`src/rtl/gray_updown_counter.sv`:
```
// -----------------------------------------------------------------------------
// gray_updown_counter
//
// Parametrised up/down Gray-code counter. A binary count is kept internally and
// its Gray image is registered on the same edge, so gray_out and bin_out always
// describe the same count value (no skew between the two views). Intended for
// Gray-coded pointers and position counters that feed clock-domain crossings.
//
// Parameters
//   WIDTH      counter width in bits (>= 2)
//   SATURATE   0: wrap modulo 2**WIDTH, 1: hold at the end value
//   RESET_BIN  binary count loaded by reset
//
// Ports
//   clk       in   1      clock, rising edge
//   reset     in   1      asynchronous, active-high reset
//   enable    in   1      count one step this cycle
//   up_dn     in   1      1 = count up, 0 = count down
//   clear     in   1      synchronous clear to binary 0 (highest priority)
//   load      in   1      synchronous load of load_val
//   load_val  in   WIDTH  binary value for load
//   gray_out  out  WIDTH  registered Gray code of the current count
//   bin_out   out  WIDTH  registered binary count
//   tc        out  1      bin_out is the end value for the current up_dn
//   wrap      out  1      one-cycle pulse: the last step wrapped
//   sat       out  1      the last enabled step was blocked by saturation
// -----------------------------------------------------------------------------
module gray_updown_counter #(
  parameter int                 WIDTH     = 5,
  parameter bit                 SATURATE  = 1'b0,
  parameter logic [WIDTH-1:0]   RESET_BIN = '0
) (
  input  logic             clk,
  input  logic             reset,
  input  logic             enable,
  input  logic             up_dn,
  input  logic             clear,
  input  logic             load,
  input  logic [WIDTH-1:0] load_val,
  output logic [WIDTH-1:0] gray_out,
  output logic [WIDTH-1:0] bin_out,
  output logic             tc,
  output logic             wrap,
  output logic             sat
);

  localparam logic [WIDTH-1:0] ONE        = WIDTH'(1);
  localparam logic [WIDTH-1:0] RESET_GRAY = RESET_BIN ^ (RESET_BIN >> 1);

  function automatic logic [WIDTH-1:0] bin2gray(input logic [WIDTH-1:0] b);
    return b ^ (b >> 1);
  endfunction

  logic [WIDTH-1:0] r_bin;
  logic [WIDTH-1:0] r_gray;
  logic             r_wrap;
  logic             r_sat;

  logic             w_at_end;
  logic [WIDTH-1:0] w_step;
  logic [WIDTH-1:0] w_bin_next;
  logic             w_wrap_next;
  logic             w_sat_next;

  // The end value depends on direction: all-ones when counting up, zero when
  // counting down. Stepping from it is exactly the wrap event.
  assign w_at_end = up_dn ? (&r_bin) : ~(|r_bin);
  assign w_step   = up_dn ? (r_bin + ONE) : (r_bin - ONE);

  // Priority: clear > load > enable > hold. Flags default to 0 so they are
  // single-cycle pulses tied to the step that produced them.
  always_comb begin
    w_bin_next  = r_bin;
    w_wrap_next = 1'b0;
    w_sat_next  = 1'b0;
    if (clear) begin
      w_bin_next = '0;
    end else if (load) begin
      w_bin_next = load_val;
    end else if (enable) begin
      if (SATURATE && w_at_end) begin
        w_sat_next = 1'b1;
      end else begin
        w_bin_next  = w_step;
        w_wrap_next = w_at_end;
      end
    end
  end

  // Gray is derived from the next binary value and registered alongside it,
  // so both views update on the same edge.
  always_ff @(posedge clk or posedge reset) begin
    if (reset) begin
      r_bin  <= RESET_BIN;
      r_gray <= RESET_GRAY;
      r_wrap <= 1'b0;
      r_sat  <= 1'b0;
    end else begin
      r_bin  <= w_bin_next;
      r_gray <= bin2gray(w_bin_next);
      r_wrap <= w_wrap_next;
      r_sat  <= w_sat_next;
    end
  end

  assign bin_out  = r_bin;
  assign gray_out = r_gray;
  assign wrap     = r_wrap;
  assign sat      = r_sat;
  assign tc       = w_at_end;

endmodule

```
`config.mk`:
```
export PLATFORM = sky130hd
export DESIGN_NAME = gray_updown_counter
export DESIGN_NICKNAME = d
export VERILOG_FILES = /design/src/rtl/gray_updown_counter.sv
export SDC_FILE = /design/constraint.sdc
export NUM_CORES = 1
export LEC_CHECK = 0
export BUFFER_PORTS_ARGS = -buffer_cell sky130_fd_sc_hd__buf_2
export CAP_MARGIN = 20
export CORE_AREA = 2 2 53 55
export CTS_BUF_LIST = sky130_fd_sc_hd__clkbuf_8
export DETAILED_ROUTE_END_ITERATION = 10
export DIE_AREA = 0 0 55 57
export GPL_TIMING_DRIVEN = 0
export SETUP_SLACK_MARGIN = 0.1
export SLEW_MARGIN = 20
export SYNTH_ARGS = -nofsm -noshare
export SYNTH_HDL_FRONTEND = slang
export SYNTH_SLANG_ARGS = --single-unit
```
`constraint.sdc`:
```
create_clock -name clk -period 1.8 [get_ports clk]
set_input_delay 0.09 -clock clk [delete_from_list [all_inputs] [get_ports clk]]
set_output_delay 0.09 -clock clk [all_outputs]
set_load 0.03 [all_outputs]
```
# Word level (Yosys, flattened, before mapping)
# Index checks and enable logic that the tools add are counted.
dict set report totals {
  register_bits 11
  in_bits 11
  out_inout_bits 13
  word_cells 17
}
dict set report op_classes {
  addsub 2
  mux 8
  n_bitwise 2
  reduce_logical 2
}
# cell n
set ops {}
lappend ops {{5-bit two-way mux} 4}
lappend ops {{5-bit by 1-bit adder with 5-bit output, second input constant} 1}
lappend ops {{5-bit AND reduction} 1}
lappend ops {{5-bit OR reduction} 1}
lappend ops {{5-bit by 1-bit subtractor with 5-bit output, second input constant} 1}
lappend ops {{5-bit by 4-bit bitwise XOR with 5-bit output} 1}
lappend ops {{1-bit two-way mux} 4}
lappend ops {{1-bit NOT} 1}

# Longest topological paths before layout
dict set report depth {
  ltp_word 6
  depth_mapped 7
  ltp_nobuf 7
}

# Least setup slack after synthesis
# OpenSTA, ideal clock, no wires.
dict set report synth_timing {
  kind {reg2reg}
  start {register r_bin[2], in the netlist bin_out[2]}
  end {register r_gray[3], in the netlist gray_out[3]}
  setup_ps 125
  t_arrival_ps 1837
  t_required_ps 1675
  setup_slack_ps -162
  path_stages_with_launch 7
  n_path_buf 0
  synth_period_minus_slack_ps 1962
  cell_sequence {dfrtp_1 -> ha_1 -> nand3_1 -> a2111oi_2 -> a31oi_1 -> and3b_1 -> mux2_4}
}
dict set report synth_via {
  elab_chain_len 6
  elab_cells_between_ends 7
  cone_classes {add/sub: 2; mux: 4; bitwise: 1}
}
# item line
set synth_rtl {}
lappend synth_rtl {{start, declared} 54} ;# logic [WIDTH-1:0] r_bin;
lappend synth_rtl {{start signal, assigned} 99} ;# r_bin <= w_bin_next;
lappend synth_rtl {{5-bit by 1-bit subtractor with 5-bit output / 5-bit by 1-bit adder with 5-bit output (equally long branches)} 68} ;# assign w_step = up_dn ? (r_bin + ONE) : (r_bin - ONE);
lappend synth_rtl {{5-bit two-way mux (*)} 68}
lappend synth_rtl {{5-bit two-way mux (*)} 80} ;# end else if (enable) begin
lappend synth_rtl {{5-bit two-way mux (*)} 78} ;# end else if (load) begin
lappend synth_rtl {{5-bit two-way mux (*)} 76} ;# if (clear) begin
lappend synth_rtl {{5-bit by 4-bit bitwise XOR with 5-bit output (*)} 51} ;# return b ^ (b >> 1);
lappend synth_rtl {{end signal, assigned} 100} ;# r_gray <= bin2gray(w_bin_next);
lappend synth_rtl {{end, declared} 55} ;# logic [WIDTH-1:0] r_gray;
# Every way passes the cells marked *; elsewhere a longest branch is shown, timed or not.

# Final worst setup path
# Ends and elaborated chain as after synthesis.

==> impl_results.md <==
- Detailed Place HPWL: 1140 µm
- CP arrival: 1920 ps
- Largest net degree at the start of global routing: 11
- Layout cells sized above 1: 44.0%
- DRC errors left: 0
- Distinct cells, synth: 30
- Wirelength per Cell: 11.3 µm
- 1st-pass router iterations: 4
- Fin crit share: 100%
- Sequential cell area: 254 µm²
- VDD IR max: 0.000584 V
- First-pass GRT wire length: 2420 µm
- Cell count after synthesis: 70
- CP Max Fanout: 4
- Fin. Hold Viols: 0
- Register area share after synthesis: 38.2%
- TritonCTS clock tree: done
- 1st-iter DRT viols: 9
- GPL Wtd Cong: 0.785
- Hold Slack: 134 ps
- Final-layout fill cell count: 282
- Worst-Skew Late Latency: 230 ps
- Row cnt: 19
- Routed Antenna Nets: 0
- Cell area after synthesis: 654 µm²
- Slowest cell delay on critical path: 420 ps
- Pwr Density: 807 nW/µm²
- Gr usage total: 10.6%
- Flops & latches, synth: 10
- Hold depth: 2
- Leading area contributor after synthesis: dfrtp_1
- Max cap viols: 0
- Setup Viol. Count Final: 1
- Min Tclk post-route: 1800 ps
- Ys Warns: 0
- Clock Path Buffers: 2
- CTS root buffer: clkbuf_8
- Fmax: 0.555 GHz
- Mapped Avg Cell Area: 9.35 µm²
- WL final: 1490 µm
- Met1 GRT Util: 15.1%
- Effective utilization at floorplan: 25.0%
- Post-place setup slack: -34.6 ps
- Clock slew seen by the registers of the worst setup and hold paths: 50 ps
- Failing checks: negative setup slack
- Fin. max-slew vios: 0
- Crit Path Category: reg -> reg
- Status: finished with violations
- Synth top area share: 38.2%
- Fin util: 35.0%
- Setup WS post-layout: -2.76 ps
- Pleak: 0.454 nW
- # port buffers: 21
- Met3 usage: 4.19%
- Nets: 116
- Die area: 3140 µm²
- Cell breakdown of the critical path: ha_4 -> a21oi_2 -> a2111oi_2 -> a31oi_1 -> and3b_1 -> mux2_4
- Area growth syn-to-layout: 40.0%
- Via count: 598
- Final instance area: 916 µm²
- Placed Area: 817 µm²
- Vias in the first global route: 551
- Worst Hold Class: in -> reg
- GRT Residual Overflow: 0
- Vias per std cell: 4.56
- Initial antenna violation count: 0
- I/O pin cnt: 24
- Worst R2R Path Depth: 6
- GR peak layer: met1
- Chip width: 55 µm
- Area occupied by multi-input gates: 388 µm²
- Setup crit start kind: flop
- Die H: 57 µm
- CTS buffer count: 3
- # diodes: 0
- M2 GR Usage: 15.1%
- Syn nets: 85
- Slowest cell on the critical path: dfrtp_2
- H-tree lvl count: 1
- Core area: 2620 µm²
- Skew final: 4.75 ps
- Setup crit end kind: flop
- CP required: 1910 ps
- Unrepaired setup endpoints after global routing: true
- Synth area leaders: dfrtp_1 (38%), ha_1 (5.7%), xnor2_1 (5.4%)
- Clock tree sinks: 10
## repair_timing
| item | CTS | global route |
|---|---|---|
| pin swaps | 3 | 0 |
| cloned | 0 | 0 |
| buffers inserted | 3 | 1 |
| hold buffers | 1 | 0 |
| endpoints found under the setup margin | 5 | 5 |
| resized for setup | 1 | 4 |
| hold endpoints to repair | 10 | 0 |
## where the power goes
group	total, mW	internal [mW]	switching [mW]
Combinational	0.245	0.0979	0.147
Clock	0.230	0.149	0.0810
Sequential	0.264	0.249	0.0155
Total	0.739	0.495	0.244
## synth_stat cells
| cell type | number |
|---|---|
| inv_1 | 4 |
| nor2_1 | 9 |
| xnor2_1 | 4 |
| nand3_1 | 4 |
| a21oi_2 | 2 |
| a211oi_1 | 1 |
| fa_1 | 1 |
| o21ai_0 | 2 |
| and3b_1 | 1 |
| nand3b_1 | 1 |
| buf_4 | 3 |
| nor4b_1 | 1 |
| or2_1 | 1 |
| nand2_1 | 4 |
| xor2_1 | 1 |
| a31oi_1 | 2 |
| buf_2 | 1 |
| a22oi_1 | 2 |
| nor4_1 | 1 |
| mux2_4 | 1 |
| a21oi_1 | 4 |
| nand4_1 | 1 |
| a2111oi_2 | 1 |
| nor3b_1 | 1 |
| ha_1 | 3 |
| a21o_1 | 1 |
| mux2i_1 | 1 |
| and3_1 | 1 |
| conb_1 | 1 |
| dfrtp_1 | 10 |
## stage by stage
step	power, mW	setup TNS, ps	std cells
after global placement	0.490	-65.7	122
after floorplan	0.432	-30.5	70
after CTS	0.742	-3.76	130
after detailed placement	0.495	-54.0	122
final	0.739	-2.76	131
after global routing	0.776	-206	131
## logic make-up after synthesis
logic type | after synthesis | share of synthesized area (%)
XOR/XNOR | 5 | 6.69
flip-flops | 10 | 38.2
AO/OA/AOI/OAI | 15 | 16.1
adder cells (fa/ha/maj) | 4 | 8.80
buffers and inverters | 8 | 6.50
other | 1 | 0.573
multiplexers | 2 | 3.82
AND/OR/NAND/NOR | 25 | 19.3
## final timing paths
check | startpoint | slack [ps] | endpoint
setup / recovery | bin_out[2] | -3 | gray_out[3]
hold / removal | clear | 130 | bin_out[4]
setup reg to reg | bin_out[2] | -3 | gray_out[3]
hold reg to reg | bin_out[3] | 750 | wrap
max in group asynchronous | reset | 1130 | bin_out[0]
min in group asynchronous | reset | 370 | gray_out[0]
## sequential cells by signal, summed over array words and instances, names as in the netlist
signal    flops
bin_out       5
gray_out      4
wrap          1
## critical path: cells and delay by family (launching register included)
| family | cells | cell delay [ps] |
|---|---|---|
| muxes | 1 | 250 |
| adders and majority gates | 1 | 300 |
| AOI/OAI and AO/OA | 3 | 530 |
| DFF | 1 | 420 |
| and+or+nand+nor | 1 | 180 |
## final cells by class
class,instances,share of cell area (%)
Clock buffer,3,4.51
Inverter,4,1.64
Buffer,4,3.01
Timing Repair Buffer,26,16.1
Tap cell,31,4.23
Multi-Input combinational cell,52,42.3
Sequential cell,10,27.7
Clock inverter,1,0.410
## cell usage in the layout, fill, tap and decap left out, types with 2 or more instances in the layout
master,netlist,final
nand3_1,4,3
clkbuf_8,0,3
buf_4,3,8
ha_1,3,2
dfrtp_2,0,3
nand2_1,4,4
a21oi_2,2,2
a21oi_1,4,4
buf_2,1,21
xnor2_1,4,4
nor2_1,9,8
inv_1,4,5
a22oi_1,2,2
dfrtp_1,10,7
a31oi_1,2,2
## routing by layer
metal / vias up / routed length (µm)
li1: 304 / -
met1: 277 / 673
met2: 17 / 719
met3: 0 / 92
met4: 0 / 0
met5: - / 0
Power figures use the tool's default switching activity.
